===== src/rtl/vga_scan_reader_pkg.sv =====
// vga_scan_reader_pkg: shared image geometry, VGA timing defaults and port widths
package vga_scan_reader_pkg;
    localparam int IMAGE_WIDTH   = 320;
    localparam int IMAGE_HEIGHT  = 240;
    localparam int VGA_CLK_DIV   = 4;
    localparam int VGA_H_VISIBLE = 640;
    localparam int VGA_H_FP      = 16;
    localparam int VGA_H_SYNC    = 96;
    localparam int VGA_H_BP      = 48;
    localparam int VGA_V_VISIBLE = 480;
    localparam int VGA_V_FP      = 10;
    localparam int VGA_V_SYNC    = 2;
    localparam int VGA_V_BP      = 33;
    localparam int PIX_W         = 12;
    localparam int ROW_W         = 8;
    localparam int COL_W         = 9;
    localparam int CNT_W         = 10;
endpackage


===== src/rtl/vga_scan_reader_if.sv =====
// vga_scan_reader_if: frame-buffer read port plus VGA connector pins
interface vga_scan_reader_if;
    import vga_scan_reader_pkg::*;
    logic [PIX_W-1:0] pixel_in;
    logic [ROW_W-1:0] row_read;
    logic [COL_W-1:0] col_read;
    logic             vga_hs;
    logic             vga_vs;
    logic [3:0]       vga_r;
    logic [3:0]       vga_g;
    logic [3:0]       vga_b;
    logic             frame_start;
    modport master (
        input  pixel_in,
        output row_read, col_read, vga_hs, vga_vs, vga_r, vga_g, vga_b, frame_start
    );
    modport slave (
        output pixel_in,
        input  row_read, col_read, vga_hs, vga_vs, vga_r, vga_g, vga_b, frame_start
    );
endinterface


===== src/rtl/vga_scan_reader_timing_gen.sv =====
// vga_timing_gen: pixel-rate divider, h/v scan counters, visibility and raw active-low syncs
import vga_scan_reader_pkg::*;
module vga_timing_gen #(
    parameter int CLK_DIV   = VGA_CLK_DIV,
    parameter int H_VISIBLE = VGA_H_VISIBLE,
    parameter int H_FP      = VGA_H_FP,
    parameter int H_SYNC    = VGA_H_SYNC,
    parameter int H_BP      = VGA_H_BP,
    parameter int V_VISIBLE = VGA_V_VISIBLE,
    parameter int V_FP      = VGA_V_FP,
    parameter int V_SYNC    = VGA_V_SYNC,
    parameter int V_BP      = VGA_V_BP
) (
    input  logic             clk,
    input  logic             rst_n,
    output logic             pix_tick,
    output logic [CNT_W-1:0] h,
    output logic [CNT_W-1:0] v,
    output logic             visible,
    output logic             hsync,
    output logic             vsync
);
    localparam int H_TOTAL = H_VISIBLE + H_FP + H_SYNC + H_BP;
    localparam int V_TOTAL = V_VISIBLE + V_FP + V_SYNC + V_BP;
    localparam int DIV_W   = CLK_DIV > 2 ? $clog2(CLK_DIV) : 1;
    localparam logic [CNT_W-1:0] H_LAST = CNT_W'(H_TOTAL - 1);
    localparam logic [CNT_W-1:0] V_LAST = CNT_W'(V_TOTAL - 1);
    localparam logic [CNT_W-1:0] HS_LO  = CNT_W'(H_VISIBLE + H_FP);
    localparam logic [CNT_W-1:0] HS_HI  = CNT_W'(H_VISIBLE + H_FP + H_SYNC - 1);
    localparam logic [CNT_W-1:0] VS_LO  = CNT_W'(V_VISIBLE + V_FP);
    localparam logic [CNT_W-1:0] VS_HI  = CNT_W'(V_VISIBLE + V_FP + V_SYNC - 1);

    logic [DIV_W-1:0] div;

    assign pix_tick = div == DIV_W'(CLK_DIV - 1);
    assign visible  = h < CNT_W'(H_VISIBLE) && v < CNT_W'(V_VISIBLE);
    assign hsync    = !(h >= HS_LO && h <= HS_HI);
    assign vsync    = !(v >= VS_LO && v <= VS_HI);

    // free-running divider producing one pixel tick every CLK_DIV clocks
    always_ff @(posedge clk or negedge rst_n) begin
        if (!rst_n) div <= '0;
        else        div <= pix_tick ? '0 : div + DIV_W'(1);
    end

    // raster scan: h wraps at end of line, v advances on each h wrap
    always_ff @(posedge clk or negedge rst_n) begin
        if (!rst_n) begin
            h <= '0;
            v <= '0;
        end else if (pix_tick) begin
            h <= h == H_LAST ? '0 : h + CNT_W'(1);
            if (h == H_LAST) v <= v == V_LAST ? '0 : v + CNT_W'(1);
        end
    end
endmodule


===== src/rtl/vga_scan_reader.sv =====
// vga_scan_reader: scans the 320x240 buffer at 2x2 onto 640x480@60 VGA with aligned sync and colour
import vga_scan_reader_pkg::*;
module vga_scan_reader #(
    parameter int CLK_DIV   = VGA_CLK_DIV,
    parameter int H_VISIBLE = VGA_H_VISIBLE,
    parameter int H_FP      = VGA_H_FP,
    parameter int H_SYNC    = VGA_H_SYNC,
    parameter int H_BP      = VGA_H_BP,
    parameter int V_VISIBLE = VGA_V_VISIBLE,
    parameter int V_FP      = VGA_V_FP,
    parameter int V_SYNC    = VGA_V_SYNC,
    parameter int V_BP      = VGA_V_BP
) (
    input logic               clk,
    input logic               rst_n,
    vga_scan_reader_if.master bus
);
    logic             pix_tick;
    logic [CNT_W-1:0] h;
    logic [CNT_W-1:0] v;
    logic             visible;
    logic             hsync;
    logic             vsync;
    logic             visible_d;
    logic             hs_d;
    logic             vs_d;

    vga_timing_gen #(
        .CLK_DIV(CLK_DIV), .H_VISIBLE(H_VISIBLE), .H_FP(H_FP), .H_SYNC(H_SYNC), .H_BP(H_BP),
        .V_VISIBLE(V_VISIBLE), .V_FP(V_FP), .V_SYNC(V_SYNC), .V_BP(V_BP)
    ) u_timing (
        .clk(clk), .rst_n(rst_n), .pix_tick(pix_tick), .h(h), .v(v),
        .visible(visible), .hsync(hsync), .vsync(vsync)
    );

    // address stage: 2x2 upscale by dropping the LSB; hold address through blanking
    always_ff @(posedge clk or negedge rst_n) begin
        if (!rst_n) begin
            bus.row_read <= '0;
            bus.col_read <= '0;
            visible_d    <= 1'b0;
            hs_d         <= 1'b1;
            vs_d         <= 1'b1;
        end else if (pix_tick) begin
            if (visible) begin
                bus.col_read <= h[9:1];
                bus.row_read <= v[8:1];
            end
            visible_d <= visible;
            hs_d      <= hsync;
            vs_d      <= vsync;
        end
    end

    // output stage: syncs delayed alongside the buffer read so pins stay aligned
    always_ff @(posedge clk or negedge rst_n) begin
        if (!rst_n) begin
            bus.vga_hs <= 1'b1;
            bus.vga_vs <= 1'b1;
            {bus.vga_r, bus.vga_g, bus.vga_b} <= '0;
        end else if (pix_tick) begin
            bus.vga_hs <= hs_d;
            bus.vga_vs <= vs_d;
            {bus.vga_r, bus.vga_g, bus.vga_b} <= visible_d ? bus.pixel_in : '0;
        end
    end

    // single-clock strobe on the tick that scans the top-left pixel
    always_ff @(posedge clk or negedge rst_n) begin
        if (!rst_n) bus.frame_start <= 1'b0;
        else        bus.frame_start <= pix_tick && h == '0 && v == '0;
    end
endmodule


===== src/flat_wrapper.sv =====
// flat-port wrapper written by rule: the top's interface ports become plain ports
module vga_scan_reader_flat 
#(
    parameter int CLK_DIV   = VGA_CLK_DIV,
    parameter int H_VISIBLE = VGA_H_VISIBLE,
    parameter int H_FP      = VGA_H_FP,
    parameter int H_SYNC    = VGA_H_SYNC,
    parameter int H_BP      = VGA_H_BP,
    parameter int V_VISIBLE = VGA_V_VISIBLE,
    parameter int V_FP      = VGA_V_FP,
    parameter int V_SYNC    = VGA_V_SYNC,
    parameter int V_BP      = VGA_V_BP
)
  (clk, rst_n, bus_pixel_in, bus_row_read, bus_col_read, bus_vga_hs, bus_vga_vs, bus_vga_r, bus_vga_g, bus_vga_b, bus_frame_start);
  vga_scan_reader_if bus_i ();
  input logic clk;
  input logic rst_n;
  input wire logic [$bits(bus_i.pixel_in)-1:0] bus_pixel_in;
  output wire logic [$bits(bus_i.row_read)-1:0] bus_row_read;
  output wire logic [$bits(bus_i.col_read)-1:0] bus_col_read;
  output wire logic [$bits(bus_i.vga_hs)-1:0] bus_vga_hs;
  output wire logic [$bits(bus_i.vga_vs)-1:0] bus_vga_vs;
  output wire logic [$bits(bus_i.vga_r)-1:0] bus_vga_r;
  output wire logic [$bits(bus_i.vga_g)-1:0] bus_vga_g;
  output wire logic [$bits(bus_i.vga_b)-1:0] bus_vga_b;
  output wire logic [$bits(bus_i.frame_start)-1:0] bus_frame_start;
  assign bus_i.pixel_in = bus_pixel_in;
  assign bus_row_read = bus_i.row_read;
  assign bus_col_read = bus_i.col_read;
  assign bus_vga_hs = bus_i.vga_hs;
  assign bus_vga_vs = bus_i.vga_vs;
  assign bus_vga_r = bus_i.vga_r;
  assign bus_vga_g = bus_i.vga_g;
  assign bus_vga_b = bus_i.vga_b;
  assign bus_frame_start = bus_i.frame_start;
  vga_scan_reader #(.CLK_DIV(CLK_DIV), .H_VISIBLE(H_VISIBLE), .H_FP(H_FP), .H_SYNC(H_SYNC), .H_BP(H_BP), .V_VISIBLE(V_VISIBLE), .V_FP(V_FP), .V_SYNC(V_SYNC), .V_BP(V_BP)) u_core (.clk(clk), .rst_n(rst_n), .bus(bus_i));
endmodule

===== config.mk =====
export PLATFORM = sky130hd
export DESIGN_NAME = vga_scan_reader_flat
export DESIGN_NICKNAME = d
export VERILOG_FILES = /design/src/rtl/vga_scan_reader_pkg.sv /design/src/rtl/vga_scan_reader_if.sv /design/src/rtl/vga_scan_reader_timing_gen.sv /design/src/rtl/vga_scan_reader.sv /design/src/flat_wrapper.sv
export SDC_FILE = /design/constraint.sdc
export NUM_CORES = 1
export LEC_CHECK = 0
export ABC_AREA = 1
export BUFFER_PORTS_ARGS = -buffer_cell sky130_fd_sc_hd__clkbuf_2
export CAP_MARGIN = 20
export CORE_MARGIN = 2
export CORE_UTILIZATION = 56
export CTS_BUF_LIST = sky130_fd_sc_hd__clkbuf_4 sky130_fd_sc_hd__clkbuf_8 sky130_fd_sc_hd__clkbuf_16
export CTS_CLUSTER_SIZE = 10
export DETAILED_ROUTE_END_ITERATION = 10
export HOLD_SLACK_MARGIN = 0.15
export PLACE_DENSITY = 0.81
export SLEW_MARGIN = 25
export SYNTH_ARGS = -nofsm -noshare
export SYNTH_HDL_FRONTEND = slang
export SYNTH_SLANG_ARGS = --single-unit

===== constraint.sdc =====
create_clock -name clk -period 1.7 [get_ports clk]
set_input_delay 0.17 -clock clk [delete_from_list [all_inputs] [get_ports clk]]
set_output_delay 0.17 -clock clk [all_outputs]
set_load 0.02 [all_outputs]

* After elaboration in Yosys (flattened, before gate mapping)
Cells that the tools add are included.
** Storage, ports and cells
- Register bits after elaboration :: 57
- Bits of input ports :: 14
- Output and inout port bits :: 32
- Logic and storage cells :: 41
** Cells by class
- Add/subtract/negate cells :: 3
- Order comparisons :: 6
- Equal/unequal tests :: 3
- Muxes and demuxes :: 4
- Reductions and logical operators :: 11
** Operators with widths (count)
- $add 10x1->10 const B :: 2
- $eq 10x10->1 const B :: 2
- $logic_not 10->1 :: 2
- $mux 10 :: 2
- $mux 12 :: 1
- $ge 10x10->1 const B :: 1
- $ge 10x9->1 const B :: 1
- $le 10x10->1 const B :: 1
- $le 10x9->1 const B :: 1
- $lt 10x10->1 const B :: 1
- $lt 10x9->1 const B :: 1
- $logic_and 1x1->1 :: 5
- $reduce_and 2->1 :: 2
- $add 2x1->2 const B :: 1
- $eq 2x2->1 const B :: 1
- $logic_not 1->1 :: 2
- $mux 2 :: 1

* Logic depth before layout (Yosys ltp)
- Word-level depth :: 3
- Depth in mapped cells :: 10
- Gate-level depth less buffers :: 8

* By module
Synthesis repeated with hierarchy kept, for this count alone.
** Second synthesis, totals
- Cells, all modules :: 327
- Area, all modules :: 2721.4 µm²
** By module, submodules not included
- vga_scan_reader :: instances 1, cells each 164, area an instance 1412.6 µm², sequential area each 880.8 µm²
- vga_timing_gen :: instances 1, cells each 163, area an instance 1308.8 µm², sequential area each 550.5 µm²

* Worst setup path after synthesis
OpenSTA, ideal clock, no wires.
- Path kind :: flip-flop to flip-flop
- Start point :: reg u_core.u_timing.div[0]
- End point :: reg u_core.u_timing.v[3]
- Data arrival time :: 1.284 ns
- Data required time :: 1.581 ns
- Path slack :: 0.297 ns
- Cell stages (with the launch flop) :: 9
- Buffers on the path :: 3
- Clock period less this slack :: 1.403 ns
- Path through :: dfrtp_1 > ha_1 > buf_6 > inv_2 > buf_2 > nor2_4 > buf_6 > nand3b_1 > o21ai_2
** On the way
- Cells in the longest elaborated chain, start to end :: 2
** Ends and longest elaborated chain
- from (decl) :: line vga_scan_reader_timing_gen.sv:33 : logic [DIV_W-1:0] div;
- from (signal assigned) :: line vga_scan_reader_timing_gen.sv:43 : else div <= pix_tick ? '0 : div + DIV_W'(1);
- $eq 2x2->1 :: line vga_scan_reader_timing_gen.sv:35 : assign pix_tick = div == DIV_W'(CLK_DIV - 1);
- $reduce_and 2->1 (no source line)
- to (signal assigned) :: line vga_scan_reader_timing_gen.sv:53 : if (h == H_LAST) v <= v == V_LAST ? '0 : v + CNT_W'(1);
- to (decl) :: line vga_scan_reader_timing_gen.sv:18 : output logic [CNT_W-1:0] v,
No other way between the ends.
A chain may end at the register's enable or synchronous reset.

* Worst setup path after layout
- Start point :: reg u_core.u_timing.div[0]
- End point :: reg u_core.u_timing.h[5]
** On the way
- Cells in the longest elaborated chain, start to end :: 1
** Ends and longest elaborated chain
- $eq 2x2->1 :: line vga_scan_reader_timing_gen.sv:35
- to (signal assigned) :: line vga_scan_reader_timing_gen.sv:52 : h <= h == H_LAST ? '0 : h + CNT_W'(1);
- to (decl) :: line vga_scan_reader_timing_gen.sv:17 : output logic [CNT_W-1:0] h,
No other way between the ends.

==> impl_metrics.yaml <==
run_status:
  outcome: "finished clean"
global_routing:
  met2_usage_pct: 33.6
  track_usage_pct: 22.9
  grt_overflow_total: 0
  antenna_found_initial: 0
  use_met3_pct: 7.63
  grt_pass1_vias: 2205
  use_met1_pct: 31.3
  grt_max_degree: 58
  grt-busiest-layer: "met2"
  grt_first_pass_wirelength_microns: 9600
floorplan:
  io_pins: 46
  start_util_pct: 58.6
  die_h_microns: 74.7
  core_area_sq_um: 4790
  dieArea_sq_um: 5590
  rows: 25
  die_x_microns: 74.7
min_path:
  worstHoldPathType: "primary input to asynchronous set/reset pin"
synth:
  ys_seq_area_share_pct: 51.1
  syn_area_sq_um: 2800
  syn_avg_cell_area_sq_um: 8.73
  ys_ff_latch: 57
  yosys.cell_types.count: 28
  syn-instance-count: 321
  synth_warnings: 0
  syn_nets: 340
sta:
  hold_viol: 0
  rsz0062_at_grt: "false"
  fmax_ghz: 0.647
  drv_slew: 0
  tightest_slew_ps: 427
  relSlewSlack_pct: 71.5
  timing.final.crit_share_pct: 90.9
  setup_viol: 0
  setup_tns_ps: 0
  worst_clock_skew_ps: 11.1
  period_minus_slack_ps: 1540
critical_path:
  r2r_slack_ps: 160
  reg2regPathDepth: 7
  worstPathMaxFanout: 10
  path_common_cell: "nor2_1"
  cp.required_ps: 1920
  path_cells: "ha_1 > inv_2 > buf_4 > nor3_1 > nand3_1 > nor2_1 > nor2_1"
  slowest_stage: "dfrtp_1"
  endpoint: "u_core.u_timing.h[5]"
  worstSetupPathType: "flip-flop to flip-flop"
  startpoint_type: "flip-flop"
  reg2reg_from: "u_core.u_timing.div[0]"
  critPathArrivalTime_ps: 1760
  critPathCaptureType: "flip-flop"
  startpoint: "u_core.u_timing.div[0]"
  r2r-end: "u_core.u_timing.h[5]"
  critical-path-max-stage-delay_ps: 360
detailed_routing:
  via_per_inst: 5.14
  antenna_left: 0
  drcViolationCount: 0
  vias: 2351
  drt_iter0_markers: 176
  wl_per_cell_microns: 12.6
  wirelength_microns: 5760
  drtPass1Iterations: 5
placement:
  placed_area_sq_um: 3120
  portBuffers: 45
  place_hpwl_microns: 3900
  gp_congestion: 0.881
cts:
  h-tree-depth: 3
  clock_latency_ps: 330
  cts_buffer_depth: 2
  cts_resized: 0
  postCtsSetupBuffers: 0
  clock-root-buffer: "clkbuf_8"
  clkSinkCount: 57
  clk_pin_slew_ps: 60
  cts_tree: "built"
  cts-buffers-inserted: 9
pwr:
  sw_frac_of_total_pct: 20.8
  clkPwrFrac_pct: 43.9
  irDropWorstVdd_mv: 0.469
  p_sw_w: 0.000553
  combPwrFrac_pct: 4.3
  finalPower_w: 0.00267
  p_leak_nw: 1.69
  seq_power_share_pct: 51.8
  power_density_nw_per_um2: 775
  internal-power_w: 0.00211
final_layout:
  final_common_cell: "nand2_1"
  num_antenna_cells: 0
  final_layout_size_suffix_gt1_share_pct: 30.0
  syn2layout_area_growth_pct: 22.7
  layout_common_cells: "90 x nand2_1, 53 x dfrtp_1, 45 x clkbuf_2"
  finalNetCount: 405
  fin_area_sq_um: 3440
flow_run:
  cap_violations: 0
[worst max-delay path: cells and delay by family (launching register included)]
family	cells	cell delay, ps
adders and majority gates	1	190
buffers and inverters	2	240
DFF	1	360
and+or+nand+nor	4	630
[sequential cells by signal (all words and copies together), names as in the netlist]
name / cells
u_core.u_timing.h: 10
u_core.u_timing.v: 10
u_core.bus.col_read: 9
u_core.bus.row_read: 8
u_core.bus.vga_b: 4
u_core.bus.vga_g: 4
u_core.bus.vga_r: 4
u_core.u_timing.div: 2
u_core.bus.frame_start: 1
u_core.bus.vga_hs: 1
u_core.bus.vga_vs: 1
u_core.hs_d: 1
u_core.visible_d: 1
u_core.vs_d: 1
[routing by layer]
layer / wire [microns] / part of all wire [%]
met1: 2740 / 48
met2: 2610 / 45
met3: 342 / 5.9
met4: 56 / 0.97
met5: 0 / 0
[stage by stage]
stage               setup slack, ps  hold slack [ps]  util, %  instances
floorplan                       297             -126        -        321
global placement                254              194     65.2        429
detailed placement              211              201     65.2        429
CTS                             153              374     71.9        457
global route                   35.9              407     71.9        457
finish                          155              378     71.9        457
[Yosys cell counts (all sizes together)]
master | count | area, sq um
nand2 | 103 | 419
dfrtp | 53 | 1330
nand3 | 38 | 208
inv | 30 | 113
o21ai | 27 | 195
nor2 | 21 | 104
nor3 | 10 | 55.1
buf | 9 | 76.3
nand4 | 6 | 37.5
xor2 | 6 | 52.6
ha | 5 | 62.6
dfstp | 4 | 105
clkbuf | 3 | 11.3
or2 | 2 | 12.5
a21oi | 1 | 5.00
a31oi | 1 | 6.26
and3 | 1 | 6.26
nand3b | 1 | 7.51
[logic make-up (layout without fill, tap and decap cells)]
kind of cell	Yosys count	after routing	share of synthesized area [%]
adders and majority gates	5	5	2.23
xor gates and xnor gates	6	6	1.87
DFF	57	57	51.1
AOI/OAI and AO/OA	29	29	7.37
and+or+nand+nor	182	182	30.3
buffers and inverters	42	111	7.14
[layout make-up]
type,count,area (sq um)
tap,67,83.8
inverter,30,113
multi-input combinational,222,1170
clock buffer,15,188
timing repair buffer,66,453
sequential,57,1430
fill,365,1350
[power groups by stage]
stage                     Clock, W  Sequential, W  Combinational (W)
final                      0.00117        0.00138           0.000115
after global routing       0.00127        0.00138           0.000128
after CTS                  0.00121        0.00138           0.000117
after detailed placement         0        0.00140          0.0000941
after global placement           0        0.00140          0.0000917
after floorplan                  0        0.00142          0.0000113
[what timing repair did]
action                                  4_1_cts  5_1_grt
hold buffers                                 13        0
endpoints found under the setup margin        0        0
hold endpoints to repair                     69        0
[worst min path at each step]
stage	startpoint	end	slack [ps]	cells after the start
4_1_cts	rst_n	u_core.bus.vga_r[1]	370	3
3_3_place_gp	rst_n	u_core.u_timing.v[8]	190	2
3_5_place_dp	rst_n	u_core.u_timing.v[8]	200	2
5_1_grt	rst_n	u_core.u_timing.v[9]	410	3
2_1_floorplan	rst_n	u_core.bus.col_read[0]	-130	0
6_report	rst_n	u_core.bus.vga_r[1]	380	3
Power figures use the tool's default switching activity.
